`src/rtl/enc_pkg.sv`:
```
// Shared constants and quadrature transition classification for the encoder conditioner.
package enc_pkg;

  localparam int POS_W_DEF    = 16;
  localparam int FILT_CNT_DEF = 4;

  localparam logic DIR_FWD = 1'b1;
  localparam logic DIR_REV = 1'b0;

  typedef enum logic [1:0] {
    TR_NONE = 2'd0,
    TR_FWD  = 2'd1,
    TR_REV  = 2'd2,
    TR_ILL  = 2'd3
  } trans_e;

  // Pairs are {A,B}; forward order is 00->10->11->01->00.
  function automatic trans_e classify(input logic [1:0] prev, input logic [1:0] cur);
    case ({prev, cur})
      4'b0010, 4'b1011, 4'b1101, 4'b0100: return TR_FWD;
      4'b0001, 4'b0111, 4'b1110, 4'b1000: return TR_REV;
      4'b0011, 4'b1100, 4'b0110, 4'b1001: return TR_ILL;
      default:                            return TR_NONE;
    endcase
  endfunction

endpackage

```
`src/rtl/enc_glitch_filter.sv`:
```
// One encoder channel: 2-FF synchronizer followed by a stable-count glitch filter.
module enc_glitch_filter import enc_pkg::*; #(
  parameter int FILT_CNT = FILT_CNT_DEF
) (
  input  logic clk,
  input  logic rst_n,
  input  logic raw_i,
  output logic filt_o
);

  localparam logic [7:0] CNT_LAST = 8'(FILT_CNT - 1);

  logic       sync1_q, sync2_q;
  logic       filt_q, filt_d;
  logic [7:0] cnt_q, cnt_d;

  // Any cycle where the synchronized input agrees with the output restarts the count.
  always_comb begin
    cnt_d  = '0;
    filt_d = filt_q;
    if (sync2_q != filt_q) begin
      if (cnt_q == CNT_LAST) begin
        filt_d = sync2_q;
      end else begin
        cnt_d = cnt_q + 8'd1;
      end
    end
  end

  always_ff @(posedge clk) begin
    if (!rst_n) begin
      sync1_q <= 1'b0;
      sync2_q <= 1'b0;
      filt_q  <= 1'b0;
      cnt_q   <= '0;
    end else begin
      sync1_q <= raw_i;
      sync2_q <= sync1_q;
      filt_q  <= filt_d;
      cnt_q   <= cnt_d;
    end
  end

  assign filt_o = filt_q;

endmodule

```
`src/rtl/enc_conditioner.sv`:
```
// Quadrature encoder front end: filtered channels, step/dir decode, position count and
// sticky illegal-transition flag, with a settling window after reset.
module enc_conditioner import enc_pkg::*; #(
  parameter int FILT_CNT = FILT_CNT_DEF,
  parameter int POS_W    = POS_W_DEF
) (
  input  logic             clk,
  input  logic             rst_n,
  input  logic             encA_raw,
  input  logic             encB_raw,
  input  logic             pos_clr,
  input  logic             err_clr,
  output logic             encA,
  output logic             encB,
  output logic             step,
  output logic             dir,
  output logic [POS_W-1:0] pos,
  output logic             err,
  output logic             ready
);

  localparam logic [8:0]       SETTLE_LAST = 9'(FILT_CNT + 2);
  localparam logic [POS_W-1:0] POS_ONE     = POS_W'(1);

  logic [1:0] raw_vec, filt_vec;
  assign raw_vec = {encA_raw, encB_raw};

  genvar gi;
  generate
    for (gi = 0; gi < 2; gi++) begin : g_chan
      enc_glitch_filter #(.FILT_CNT(FILT_CNT)) u_filt (
        .clk    (clk),
        .rst_n  (rst_n),
        .raw_i  (raw_vec[gi]),
        .filt_o (filt_vec[gi])
      );
    end
  endgenerate

  logic [1:0]       prev_q, prev_d;
  logic             step_q, step_d;
  logic             dir_q, dir_d;
  logic [POS_W-1:0] pos_q, pos_d;
  logic             err_q, err_d;
  logic             ready_q, ready_d;
  logic [8:0]       settle_q, settle_d;
  trans_e           tr;

  assign tr = classify(prev_q, filt_vec);

  // Until ready, prev simply tracks the filtered pair so settling edges are ignored.
  always_comb begin
    prev_d   = filt_vec;
    step_d   = 1'b0;
    dir_d    = dir_q;
    pos_d    = pos_q;
    err_d    = err_clr ? 1'b0 : err_q;
    ready_d  = ready_q;
    settle_d = settle_q;
    if (!ready_q) begin
      if (settle_q == SETTLE_LAST) begin
        ready_d = 1'b1;
      end else begin
        settle_d = settle_q + 9'd1;
      end
    end else begin
      case (tr)
        TR_FWD: begin
          step_d = 1'b1;
          dir_d  = DIR_FWD;
          pos_d  = pos_q + POS_ONE;
        end
        TR_REV: begin
          step_d = 1'b1;
          dir_d  = DIR_REV;
          pos_d  = pos_q - POS_ONE;
        end
        TR_ILL:  err_d = 1'b1;
        default: ;
      endcase
    end
    if (pos_clr) begin
      pos_d = '0;
    end
  end

  always_ff @(posedge clk) begin
    if (!rst_n) begin
      prev_q   <= 2'b00;
      step_q   <= 1'b0;
      dir_q    <= 1'b0;
      pos_q    <= '0;
      err_q    <= 1'b0;
      ready_q  <= 1'b0;
      settle_q <= '0;
    end else begin
      prev_q   <= prev_d;
      step_q   <= step_d;
      dir_q    <= dir_d;
      pos_q    <= pos_d;
      err_q    <= err_d;
      ready_q  <= ready_d;
      settle_q <= settle_d;
    end
  end

  assign encA  = filt_vec[1];
  assign encB  = filt_vec[0];
  assign step  = step_q;
  assign dir   = dir_q;
  assign pos   = pos_q;
  assign err   = err_q;
  assign ready = ready_q;

endmodule

```
`config.mk`:
```
export PLATFORM = sky130hd
export DESIGN_NAME = enc_conditioner
export DESIGN_NICKNAME = d
export VERILOG_FILES = /design/src/rtl/enc_pkg.sv /design/src/rtl/enc_glitch_filter.sv /design/src/rtl/enc_conditioner.sv
export SDC_FILE = /design/constraint.sdc
export NUM_CORES = 1
export LEC_CHECK = 0
export BUFFER_PORTS_ARGS = -buffer_cell sky130_fd_sc_hd__clkbuf_2
export CORE_MARGIN = 8
export CORE_UTILIZATION = 40
export DETAILED_ROUTE_END_ITERATION = 6
export GPL_TIMING_DRIVEN = 0
export HOLD_SLACK_MARGIN = 0.08
export PLACE_DENSITY_LB_ADDON = 0.08
export SLEW_MARGIN = 20
export SYNTH_ARGS = -nofsm -noshare
export SYNTH_HDL_FRONTEND = slang
export SYNTH_SLANG_ARGS = --single-unit
```
`constraint.sdc`:
```
create_clock -name clk -period 5.23 [get_ports clk]
set_clock_uncertainty 0.2 [all_clocks]
set_input_delay 0.2615 -clock clk [delete_from_list [all_inputs] [get_ports clk]]
set_output_delay 0.2615 -clock clk [all_outputs]
set_load 0.02 [all_outputs]
```
==> metrics.cfg <==
[status]
run_status=complete, no violations

[synthesis]
syn-mean-instance-area_um2=8.334
synth_top_area_share=0.3377
netlist_area_um2=3142
synth_edf_count=0
synth_top_flop_cell=dfxtp_1
yosysMostFrequentCell=dfxtp_1
ys_seq_area_frac=0.3377
yosysTopAreaCell=dfxtp_1
ys_ff_latch=53
syn-num-nets=391
yosysWarnings=0
synth_common_cells=53 x dfxtp_1, 33 x nor2_1, 22 x a21oi_1, 22 x nand3_1, 21 x nand2_1
synth_cell_types=59
synth_area_leaders=dfxtp_1 34%, xnor2_1 4.5%, xor2_1 4.5%, nor2_1 3.9%, a21oi_1 3.5%
async_reset_ff_frac=0
synth_cells=377

[critical_path]
r2r_end=pos[14]
end_kind=flop
r2r-start=g_chan[1].u_filt.filt_o
path_class=reg2reg
start_kind=flop
required_ps=5260
crit_fanout=10
rrSetupSlack_ps=680
worstRegToRegCells=16
worstPathArrival_ps=4580

[pwr]
ir_worst_vdd_uv=133.6
p_leak_nw=1.356
power_uw=732.0
powerDensity_nw_per_um2=205.8

[worst_hold_path]
whs_endpoint=err
hold_start=rst_n
hold_depth=2
hold_class=in2reg

[finish]
finalInstanceArea_um2=3557
syn_to_final_growth_pct=13.22
nNetsFinal=429
final_cell_count_no_fill=518
drive_above_1_share=0.1274
utilization=0.4627
insertedDiodeCount=0

[sta]
min_period_ps=4551
rsz0062_at_grt=no
fmax_ghz=0.2197
hold_viol_final=0
hold_slack_ps=87.16
tns_ps=0
setup_viol=0
setup_ws_ps=678.9
period_share=0.8702
worst_slew_margin_rel=0.6002
tightestPinTransition_ps=593.5
slew_viol_final=0

[clock_network]
numCtsBuffers=5
clk_pin_slew_worst_paths_ps=100
cts_root_buf=clkbuf_8
clkLatencyLatePin_ps=310
clock_path_buffers=2
clock_sinks=53
cts_max_level=2
cts_tree=done

[detailed_routing]
first_iter_violations=114
viasPerCell=5.359
vias=2776
drt-pass1-iter-count=4
routedWlPerCell_um=14.77
postRouteWirelength_um=7651
ant_nets=0
drc=0

[global_routing]
grt_pass1_wl_um=13200
grt_usage=0.1443
first_global_vias=2647
antenna_found_initial=0
gr-usage-met2=0.2204
busiest_layer=met2
grt_max_degree=18
grt_overflow=0
gr-usage-met1=0.1950
use_met3=0.03317

[floorplan]
num_rows=32
coreArea_um2=7687
ios=28
dieArea_um2=10950
start_util=0.4087
fp.dieW_um=104.6
die_height_um=104.6

[place]
port_buffers=27
dpl.hpwl_um=5546
place.gp.congestion=0.9228
dpl_worst_slack_ps=724.7
dp_cells=506
placed_area_um2=3405

[flow_run]
cap_violations=0

[layer usage]
layer | vias up | routed length [µm] | share of wire
met3 | 8 | 410 | 0.054
met5 | - | 0 | 0
met2 | 62 | 3331 | 0.44
li1 | 1427 | - | -
met1 | 1279 | 3820 | 0.50
met4 | 0 | 88 | 0.012
[report_power, final]
group          leakage, nW  internal, mW  switching, mW
logic                0.869        0.0132         0.0152
clock network       0.0585         0.144          0.146
registers            0.428         0.409        0.00500
[critical path, stage by stage (launching register included)]
cell	delay (ps)
dfxtp_1	350
clkbuf_1	270
nor2_1	110
o31ai_1	410
ha_1	270
buf_6	140
buf_2	210
buf_2	240
buf_2	280
xor2_1	170
ha_1	210
a21boi_1	170
o22ai_1	220
nor4_4	470
o21ai_2	140
or4_1	490
o211ai_1	120
[what timing repair did]
item / 4_1_cts / 5_1_grt
hold buffers: 4 / 0
hold endpoints to repair: 4 / 0
buffers inserted: 0 / 0
gates resized for setup: 0 / 0
[area by class of cell]
cell class,count,area [µm²]
Buffer,23,103.9
Clock buffer,5,68.82
Clock inverter,3,43.79
Fill cell,824,4130
Inverter,7,26.28
Multi-Input combinational cell,294,1951
Sequential cell,53,1061
Tap cell,102,127.6
Timing Repair Buffer,31,175.2
[cell families after synthesis]
group / share of synthesized area
buffers and inverters: 0.04142
XOR/XNOR: 0.08920
adder cells (fa/ha/maj): 0.03186
multiplexers: 0.02389
AO/OA/AOI/OAI: 0.1788
AND/OR/NAND/NOR: 0.2971
flip-flops: 0.3377
[sequential cells by signal, indices dropped and copies added (netlist names)]
| name | flops |
|---|---|
| dir | 1 |
| prev_q | 2 |
| g_chan.u_filt.filt_o | 2 |
| pos | 16 |
| err | 1 |
| g_chan.u_filt.sync2_q | 2 |
| g_chan.u_filt.sync1_q | 2 |
| g_chan.u_filt.cnt_q | 16 |
| step | 1 |
| ready | 1 |
| settle_q | 9 |
[cells in the final DEF, fill, tap and decap left out, drive strengths merged, types with 9 or more instances in the layout]
cell and instances:
nor2b 10, xor2 16, nand2 21, clkbuf 46, and2 17, xnor2 16, dfxtp 53, nor2 33
nand3 22, a21oi 23, o21ai 17, buf 9
[worst max-delay path by stage]
stage / from / endpoint / slack [ps] / depth (start not counted)
2_1_floorplan: g_chan[1].u_filt.filt_o / pos[14] / 1210 / 16
3_3_place_gp: g_chan[1].u_filt.filt_o / pos[8] / 730 / 16
3_5_place_dp: g_chan[1].u_filt.filt_o / pos[8] / 720 / 16
4_1_cts: g_chan[1].u_filt.filt_o / pos[14] / 670 / 16
5_1_grt: g_chan[1].u_filt.filt_o / pos[14] / 220 / 16
6_report: g_chan[1].u_filt.filt_o / pos[14] / 680 / 16
Power figures use the tool's default switching activity.
